### src/rtl/pipe_addsub_if.sv
// pipe_addsub_if: operand/result handshake bundle for pipe_addsub.
// master drives operands and out_ready; slave is the adder.
interface pipe_addsub_if #(
    parameter int WIDTH = 32
);
    logic             in_valid;
    logic             in_ready;
    logic [WIDTH-1:0] x;
    logic [WIDTH-1:0] y;
    logic             sub;
    logic             cin;
    logic             out_valid;
    logic             out_ready;
    logic [WIDTH-1:0] s;
    logic             cout;
    logic             ovf;
    logic             zero;

    modport master (
        output in_valid, x, y, sub, cin, out_ready,
        input  in_ready, out_valid, s, cout, ovf, zero
    );

    modport slave (
        input  in_valid, x, y, sub, cin, out_ready,
        output in_ready, out_valid, s, cout, ovf, zero
    );
endinterface

### src/rtl/pipe_addsub.sv
// pipe_addsub: pipelined ripple-carry add/sub, one SW-bit slice per stage.
// Define PIPE_ADDSUB_FLAGS_EN to compute and register the ovf/zero flags.
module pipe_addsub #(
    parameter int WIDTH  = 32,
    parameter int STAGES = 4
) (
    input  logic         clk,
    input  logic         rst_n,
    pipe_addsub_if.slave bus
);
    localparam int SW = WIDTH / STAGES;

    logic adv;

    assign adv          = !bus.out_valid || bus.out_ready;
    assign bus.in_ready = adv;

    for (genvar k = 0; k < STAGES; k++) begin : g_st
        // R: operand bits still to be summed, PW: sum bits done after k.
        localparam int R  = WIDTH - k * SW;
        localparam int PW = (k + 1) * SW;

        logic [R-1:0]  a_in;
        logic [R-1:0]  b_in;
        logic          c_in;
        logic          v_in;
        logic [SW:0]   sl;
        logic [PW-1:0] p_d;
        logic [PW-1:0] p_q;
        logic          c_q;
        logic          v_q;

        if (k == 0) begin : g_src
            assign a_in = bus.x;
            assign b_in = bus.sub ? ~bus.y : bus.y;
            assign c_in = bus.sub ? ~bus.cin : bus.cin;
            assign v_in = bus.in_valid;
            assign p_d  = sl[SW-1:0];
        end else begin : g_src
            assign a_in = g_st[k-1].g_fw.a_q;
            assign b_in = g_st[k-1].g_fw.b_q;
            assign c_in = g_st[k-1].c_q;
            assign v_in = g_st[k-1].v_q;
            assign p_d  = {sl[SW-1:0], g_st[k-1].p_q};
        end

        assign sl = {1'b0, a_in[SW-1:0]}
                  + {1'b0, b_in[SW-1:0]}
                  + {{SW{1'b0}}, c_in};

        // Partial sum, slice carry and valid move as one on adv.
        always_ff @(posedge clk or negedge rst_n) begin
            if (!rst_n) begin
                v_q <= 1'b0;
                c_q <= 1'b0;
                p_q <= '0;
            end else if (adv) begin
                v_q <= v_in;
                c_q <= sl[SW];
                p_q <= p_d;
            end
        end

        if (k < STAGES - 1) begin : g_fw
            logic [R-SW-1:0] a_q;
            logic [R-SW-1:0] b_q;

            // Delay the operand slices not yet consumed.
            always_ff @(posedge clk or negedge rst_n) begin
                if (!rst_n) begin
                    a_q <= '0;
                    b_q <= '0;
                end else if (adv) begin
                    a_q <= a_in[R-1:SW];
                    b_q <= b_in[R-1:SW];
                end
            end
        end else begin : g_fl
`ifdef PIPE_ADDSUB_FLAGS_EN
            logic ovf_q;
            logic zero_q;

            // Flags use the top operand slice, still present here.
            always_ff @(posedge clk or negedge rst_n) begin
                if (!rst_n) begin
                    ovf_q  <= 1'b0;
                    zero_q <= 1'b0;
                end else if (adv) begin
                    ovf_q  <= (a_in[R-1] == b_in[R-1])
                           && (p_d[PW-1] != a_in[R-1]);
                    zero_q <= (p_d == '0);
                end
            end

            assign bus.ovf  = ovf_q;
            assign bus.zero = zero_q;
`else
            assign bus.ovf  = 1'b0;
            assign bus.zero = 1'b0;
`endif
        end
    end

    assign bus.out_valid = g_st[STAGES-1].v_q;
    assign bus.s         = g_st[STAGES-1].p_q;
    assign bus.cout      = g_st[STAGES-1].c_q;
endmodule

### src/flat_wrapper.sv
// flat-port wrapper written by rule: the top's interface ports become plain ports
module pipe_addsub_flat 
#(
    parameter int WIDTH  = 32,
    parameter int STAGES = 4
)
  (clk, rst_n, bus_in_valid, bus_x, bus_y, bus_sub, bus_cin, bus_out_ready, bus_in_ready, bus_out_valid, bus_s, bus_cout, bus_ovf, bus_zero);
  pipe_addsub_if #(.WIDTH(WIDTH)) bus_i ();
  input  logic clk;
  input  logic rst_n;
  input wire logic [$bits(bus_i.in_valid)-1:0] bus_in_valid;
  input wire logic [$bits(bus_i.x)-1:0] bus_x;
  input wire logic [$bits(bus_i.y)-1:0] bus_y;
  input wire logic [$bits(bus_i.sub)-1:0] bus_sub;
  input wire logic [$bits(bus_i.cin)-1:0] bus_cin;
  input wire logic [$bits(bus_i.out_ready)-1:0] bus_out_ready;
  output wire logic [$bits(bus_i.in_ready)-1:0] bus_in_ready;
  output wire logic [$bits(bus_i.out_valid)-1:0] bus_out_valid;
  output wire logic [$bits(bus_i.s)-1:0] bus_s;
  output wire logic [$bits(bus_i.cout)-1:0] bus_cout;
  output wire logic [$bits(bus_i.ovf)-1:0] bus_ovf;
  output wire logic [$bits(bus_i.zero)-1:0] bus_zero;
  assign bus_i.in_valid = bus_in_valid;
  assign bus_i.x = bus_x;
  assign bus_i.y = bus_y;
  assign bus_i.sub = bus_sub;
  assign bus_i.cin = bus_cin;
  assign bus_i.out_ready = bus_out_ready;
  assign bus_in_ready = bus_i.in_ready;
  assign bus_out_valid = bus_i.out_valid;
  assign bus_s = bus_i.s;
  assign bus_cout = bus_i.cout;
  assign bus_ovf = bus_i.ovf;
  assign bus_zero = bus_i.zero;
  pipe_addsub #(.WIDTH(WIDTH), .STAGES(STAGES)) u_core (.clk(clk), .rst_n(rst_n), .bus(bus_i));
endmodule
### config.mk
export PLATFORM = sky130hd
export DESIGN_NAME = pipe_addsub_flat
export DESIGN_NICKNAME = d
export VERILOG_FILES = /design/src/rtl/pipe_addsub_if.sv /design/src/rtl/pipe_addsub.sv /design/src/flat_wrapper.sv
export SDC_FILE = /design/constraint.sdc
export NUM_CORES = 1
export LEC_CHECK = 0
export BUFFER_PORTS_ARGS = -buffer_cell sky130_fd_sc_hd__clkbuf_2
export CORE_UTILIZATION = 45
export CTS_BUF_LIST = sky130_fd_sc_hd__clkbuf_16
export DETAILED_ROUTE_END_ITERATION = 7
export SYNTH_ARGS = -nofsm -noshare
export SYNTH_HDL_FRONTEND = slang
export SYNTH_SLANG_ARGS = --single-unit
export TNS_END_PERCENT = 20
### constraint.sdc
create_clock -name clk -period 2.5 [get_ports clk]
set_input_delay 0.5 -clock clk [delete_from_list [all_inputs] [get_ports clk]]
set_output_delay 0.5 -clock clk [all_outputs]
set_load 0.05 [all_outputs]
==> run summary, run 1 <==
Power per standard cell area: 1330 nW/um2
IO buf count: 104
Final period util: 96.1%
DRC errors left: 0
GRT overflow: 0
CTS tree: built
Slew headroom: 64.5%
Commonest non-fill, non-tap cells in the layout: 431 x nand2_1, 184 x dfrtp_1, 103 x clkbuf_2
Final Max Tran Viols: 0
DRT Wirelength: 17,100 um
Internal Power: 7.72 mW
Largest net degree at the start of global routing: 84
Placement row count: 50
Worst-path clk slew: 0.07 ns
Flop pwr share: 38.4%
CTS max path bufs: 2
DP HPWL: 11,600 um
Setup repair after global routing missed its margin: no
Sink Count: 184
Dpl cell area: 9380 um2
Placeable Area: 18,700 um2
GR Util All Layers: 18.6%
Die X-Extent: 140 um
DP Worst Slack: 0.0357 ns
Cell count after synthesis: 928
Final setup TNS: 0 ns
Synthesized area per cell: 9.27 um2
Critical path class: reg -> reg
Slew @ Worst Pin: 0.533 ns
Pleak: 5.05 nW
Post-synth EDFFs: 0
Skew final: 0.0102 ns
Starting Density: 46.0%
Root Driver: clkbuf_16
Sequential fraction of the synthesis area: 53.6%
Leading cell type in the layout, fill and taps excluded: nand2_1
Worst Path Max Fanout: 3
Maximum vdd ir drop: 531 uV
Final WS setup: 0.0984 ns
Final setup vio count: 0
Fin nets: 1,127
Gp weighted congestion: 0.795
Die ar.: 19,700 um2
Vias in the first global route: 5,901
Comb power frac: 42.4%
Area delta synth->final: 15.5%
H-tree Lvls: 4
Wire per inst: 13.5 um
Max stage delay cell, worst path: fa_1
Sw power: 5.46 mW
Overall power: 13.2 mW
Crit start category: flip-flop
Ys flop type: dfrtp_1
Post-route cell area: 9930 um2
Initial antenna violation count: 0
Clock Latency Late Sink: 0.42 ns
Final hold violation count: 0
Tmin final: 2.40 ns
Initial DRC Count: 408
CP Cell Sequence: fa_1 > fa_1 > a211oi_2 > nor2_1 > o31a_1 > o31a_1
Fraction of layout cells with a size suffix above 1: 15.2%
Die Y: 140 um
First-pass GRT wire length: 29,200 um
Clk pwr share: 19.2%
Pre-antenna DRT Iters: 4
Hold slack: 0.0756 ns
Crit-path leading delay family: adder cells
Sw Ratio: 41.4%
Ant. Diodes: 0
Status: finished clean
Via density: 4.95
Fmax: 416 MHz
Clock buffer count from CTS: 17
Worst hold path class: in -> async
CP max stage delay: 0.48 ns
Vias: 6,271
Maxcap violations: 0
Synth warn: 0
Crit path DAT: 2.71 ns
Ports: 107
Post-synth ARST share: 100%
Number of synthesized register bits: 184
Crit path capture type: flip-flop
Synth cell types: 41
Worst EP required: 2.81 ns
Buffers & Inverters on Critical Path: 0
Routed Antenna Nets: 0
Synth Cell Area: 8600 um2
per-stage QoR:
stage	utilization, %	cells
5_1_grt	53.1	1268
3_3_place_gp	50.1	1236
3_5_place_dp	50.1	1236
4_1_cts	53.1	1268
6_report	53.1	1268
2_1_floorplan	-	929
state kept, by name, indices dropped and copies added, names as in the netlist:
register              count
u_core.bus.cout           1
u_core.g_st.g_fw.b_q     48
u_core.g_st.v_q           3
u_core.g_st.g_fw.a_q     48
u_core.bus.s             32
u_core.bus.out_valid      1
u_core.g_st.c_q           3
u_core.g_st.p_q          48
power by group through the flow:
stage | combinational, mW | sequential [mW] | clock (mW)
2_1_floorplan | 3.50 | 5.88 | 0
3_3_place_gp | 5.54 | 5.09 | 0
3_5_place_dp | 5.62 | 5.13 | 0
4_1_cts | 5.65 | 5.08 | 2.61
5_1_grt | 6.29 | 5.25 | 2.73
6_report | 5.58 | 5.06 | 2.53
repair_timing:
| action | 4_1_cts | 5_1_grt |
|---|---|---|
| hold buffers | 0 | 0 |
| resized for setup | 0 | 0 |
| buffers inserted | 0 | 0 |
| endpoints found under the setup margin | 0 | 1 |
cells in the mapped netlist (all sizes together), types with 5 or more instances:
| cell | count | area share, % |
|---|---|---|
| nand2 | 431 | 19 |
| dfrtp | 184 | 54 |
| o21ai | 47 | 2.7 |
| buf | 43 | 2.8 |
| ha | 28 | 4.1 |
| xnor2 | 27 | 2.8 |
| nor3b | 20 | 1.7 |
| a211oi | 19 | 1.8 |
| xor2 | 10 | 1.0 |
| nor3 | 9 | 0.52 |
| a21o | 8 | 0.70 |
| fa | 8 | 1.9 |
| o31ai | 8 | 0.70 |
| mux2i | 7 | 0.81 |
| nand2b | 7 | 0.51 |
| o21bai | 7 | 0.61 |
| o31a | 7 | 0.71 |
| a21oi | 6 | 0.35 |
| clkbuf | 6 | 0.26 |
| nor2 | 6 | 0.26 |
| o21a | 6 | 0.54 |
| inv | 5 | 0.22 |
final timing paths:
kind,start,to,slack (ns),cells past startpoint
worst max register to register,u_core.g_st[2].g_fw.b_q[0],u_core.bus.cout,0.1,6
min in group clk,bus_x[22],u_core.g_st[0].g_fw.a_q[14],0.26,3
max in group asynchronous,rst_n,u_core.g_st[0].g_fw.b_q[7],1.82,2
worst max-delay path,u_core.g_st[2].g_fw.b_q[0],u_core.bus.cout,0.1,6
worst min register to register,u_core.bus.s[11],u_core.bus.s[11],0.46,2
worst min-delay path,rst_n,u_core.bus.s[10],0.08,1
cell type report:
| type | instances | area (um2) |
|---|---|---|
| fillers | 1757 | 8780 |
| flip-flops and latches | 184 | 4600 |
| multi-input cells | 691 | 3720 |
| repair buffers | 122 | 739 |
| clock buffers | 17 | 425 |
| well taps | 234 | 293 |
| clock inverters | 15 | 128 |
| inverters | 5 | 21.3 |
layer usage:
layer	global-route usage [%]	share of wire, %	vias up
met5	0	0	-
met4	5.03	0.73	0
met3	3.66	3.5	9
met2	28.0	44	99
met1	27.4	52	2932
li1	-	-	3231
logic make-up after synthesis:
| kind of cell | count (synthesis) | share of synthesized area, % |
|---|---|---|
| flip-flops | 184 | 53.6 |
| other | 1 | 0.0436 |
| buffers and inverters | 54 | 3.26 |
| multiplexers | 7 | 0.815 |
| AND/OR/NAND/NOR | 491 | 23.4 |
| XOR/XNOR | 37 | 3.77 |
| AO/OA/AOI/OAI | 118 | 9.21 |
| adder cells (fa/ha/maj) | 36 | 5.94 |
Note: power is estimated with default switching activity, not from simulation.
==> inputs of run 2 (changes only) <==
CAP_MARGIN = 20   (was not set)
CORE_MARGIN = 3   (was not set)
==> run 2 against run 1 <==
Against the previous run:
- register-to-register slack about the same
- final area down 0.49%
- fmax down 0.17%
==> run summary, run 2 (same netlist as run 1, synthesis figures left out) <==
Status: finished clean
Max stage delay cell, worst path: fa_1
Initial DRC Count: 446 (+9.3%)
Crit path DAT: 2.72 ns (about the same)
Crit path capture type: flip-flop
Dpl cell area: 9320 um2 (-0.57%)
Placed cells: 1,228 (-0.65%)
Skew final: 0.0121 ns (+0.00194 ns)
Leading cell type in the layout, fill and taps excluded: nand2_1
Via density: 4.96 (+0.23%)
DRC errors left: 0 (unchanged)
DRT Wirelength: 17,600 um (+2.9%)
Final setup vio count: 0 (unchanged)
Final hold violation count: 0 (unchanged)
Fmax: 416 MHz (-0.17%)
Pleak: 5.03 nW (-0.38%)
Crit-path leading delay family: adder cells
Fraction of layout cells with a size suffix above 1: 15.1% (-0.053 points)
Final period util: 96.2% (+0.16 points)
Seq. cell area: 4600 um2 (unchanged)
Hold slack: 0.256 ns (+0.180 ns)
Initial antenna violation count: 0 (unchanged)
Tmin final: 2.41 ns (+0.00410 ns)
H-tree Lvls: 4 (unchanged)
Vias: 6,246 (-0.40%)
Starting Density: 46.7% (+0.78 points)
Die Y: 144 um (+2.9%)
Pre-antenna DRT Iters: 4 (unchanged)
Vias in the first global route: 5,889 (-0.20%)
Clock Latency Late Sink: 0.43 ns (about the same)
Fillers: 1,722 (-2.0%)
Final WS setup: 0.0943 ns (-0.00410 ns)
Reg-to-reg slack, setup: 0.09 ns (about the same)
GR Util met1: 26.9% (-0.44 points)
Maximum vdd ir drop: 508 uV (-4.4%)
Ant. Diodes: 0 (unchanged)
Placement row count: 49 (-2.0%)
Hold Crit Depth: 3
Routed Antenna Nets: 0 (unchanged)
Hold path startpoint: bus_x[14]
Commonest non-fill, non-tap cells in the layout: 431 x nand2_1, 184 x dfrtp_1, 103 x clkbuf_2
Buffers & Inverters on Critical Path: 0 (unchanged)
Largest net degree at the start of global routing: 111 (+32%)
CP Depth: 6 (unchanged)
Post-CTS Resized: 0 (unchanged)
Root Driver: clkbuf_16
Clock buffer count from CTS: 17 (unchanged)
Biggest regs: u_core.g_st.g_fw.a_q x48, u_core.g_st.g_fw.b_q x48, u_core.g_st.p_q x48
Setup Buffers After CTS: 0 (unchanged)
Die ar.: 20,800 um2 (+5.8%)
Critical path class: reg -> reg
Finished Core Util: 53.7% (+0.64 points)
Critical R2R Capture: u_core.g_st[2].c_q
Worst EP required: 2.81 ns (about the same)
Reg2Reg Launch Point: u_core.g_st[1].g_fw.b_q[0]
Non-Filler Instances: 1,260 (-0.63%)
GR Util All Layers: 17.8% (-0.79 points)
IO buf count: 104 (unchanged)
Worst hold path class: in -> reg
CP Cell Sequence: fa_1 > fa_1 > a211oi_2 > nor2_1 > o31a_1 > o31a_1
GRT overflow: 0 (unchanged)
CTS tree: built
Wire per inst: 14.0 um (+3.5%)
First-pass GRT wire length: 29,500 um (+1.2%)
Fin nets: 1,125 (-0.18%)
CTS max path bufs: 2 (unchanged)
Met2 Usage GRT: 26.0% (-2.0 points)
Global route hottest layer: met1
Final setup TNS: 0 ns (unchanged)
Multi-input logic area: 3720 um2 (unchanged)
Setup repair after global routing missed its margin: no
FF-to-FF path depth: 6 (unchanged)
Crit start category: flip-flop
DP Worst Slack: 0.0250 ns (-0.0107 ns)
Worst Path Max Fanout: 3 (unchanged)
CP max stage delay: 0.48 ns (about the same)
Hold EP: u_core.g_st[0].g_fw.a_q[6]
Sink Count: 184 (unchanged)
Gp weighted congestion: 0.778 (-2.2%)
Worst-path clk slew: 0.07 ns (about the same)
Overall power: 13.2 mW (about the same)
Maxcap violations: 0 (unchanged)
Met3 GRT Util: 4.07% (+0.41 points)
Die X-Extent: 144 um (+2.9%)
Power per standard cell area: 1330 nW/um2 (+0.42%)
Placeable Area: 18,400 um2 (-1.7%)
DP HPWL: 11,800 um (+1.7%)
Area delta synth->final: 14.9%
Ports: 107 (unchanged)
Post-route cell area: 9880 um2 (-0.49%)
Final Max Tran Viols: 0 (unchanged)
run 2: changes by cell type in the layout (fill, tap and decap cells not counted), sizes merged:
cell	delta
dlygate4sd3	+1
inv	+1
buf	-3
bufinv	-1
clkinvlp	-1
run 2: repair_timing:
action,CTS,global route
setup endpoints to repair,0,0
hold buffers,1,0
endpoints found under the hold margin,1,0
run 2: power breakdown:
part | internal (mW) | leakage [nW] | switching (mW) | total [mW]
clock | 1.30 | 0.270 | 1.23 | 2.52
sequential | 4.31 | 2.22 | 0.765 | 5.07
combinational | 2.01 | 2.54 | 3.56 | 5.57
total | 7.62 | 5.03 | 5.55 | 13.2
run 2: worst reg2reg max path, delay by kind of cell (launching register included):
kind	cells	cell delay, ns
flops	1	0.41
simple gates	1	0.09
compound gates	3	0.84
fa+ha+maj	2	0.94
run 2: metal layers:
metal  routed length (um)  vias to the layer above
met3                  721                       12
met2                 7560                      114
met5                    0                        -
met1                 9180                     2904
li1                     -                     3216
met4                  138                        0
run 2: how the worst max path moves through the flow:
stage	startpoint	end	slack [ns]
6_report	u_core.g_st[1].g_fw.b_q[0]	u_core.g_st[2].c_q	0.09
5_1_grt	u_core.g_st[1].g_fw.b_q[0]	u_core.g_st[2].c_q	0.02
4_1_cts	u_core.g_st[1].g_fw.b_q[0]	u_core.g_st[2].c_q	0.09
3_5_place_dp	bus_sub	u_core.g_st[0].p_q[6]	0.03
3_3_place_gp	bus_sub	u_core.g_st[0].p_q[6]	0.06
2_1_floorplan	bus_sub	u_core.g_st[0].p_q[6]	0.01
run 2: layout make-up:
class / instances / area share, %
timing repair buffer: 120 / 7.10
tap: 229 / 2.90
clock inverter: 14 / 1.24
multi-input combinational: 691 / 37.6
sequential: 184 / 46.6
clock buffer: 17 / 4.31
inverter: 5 / 0.215
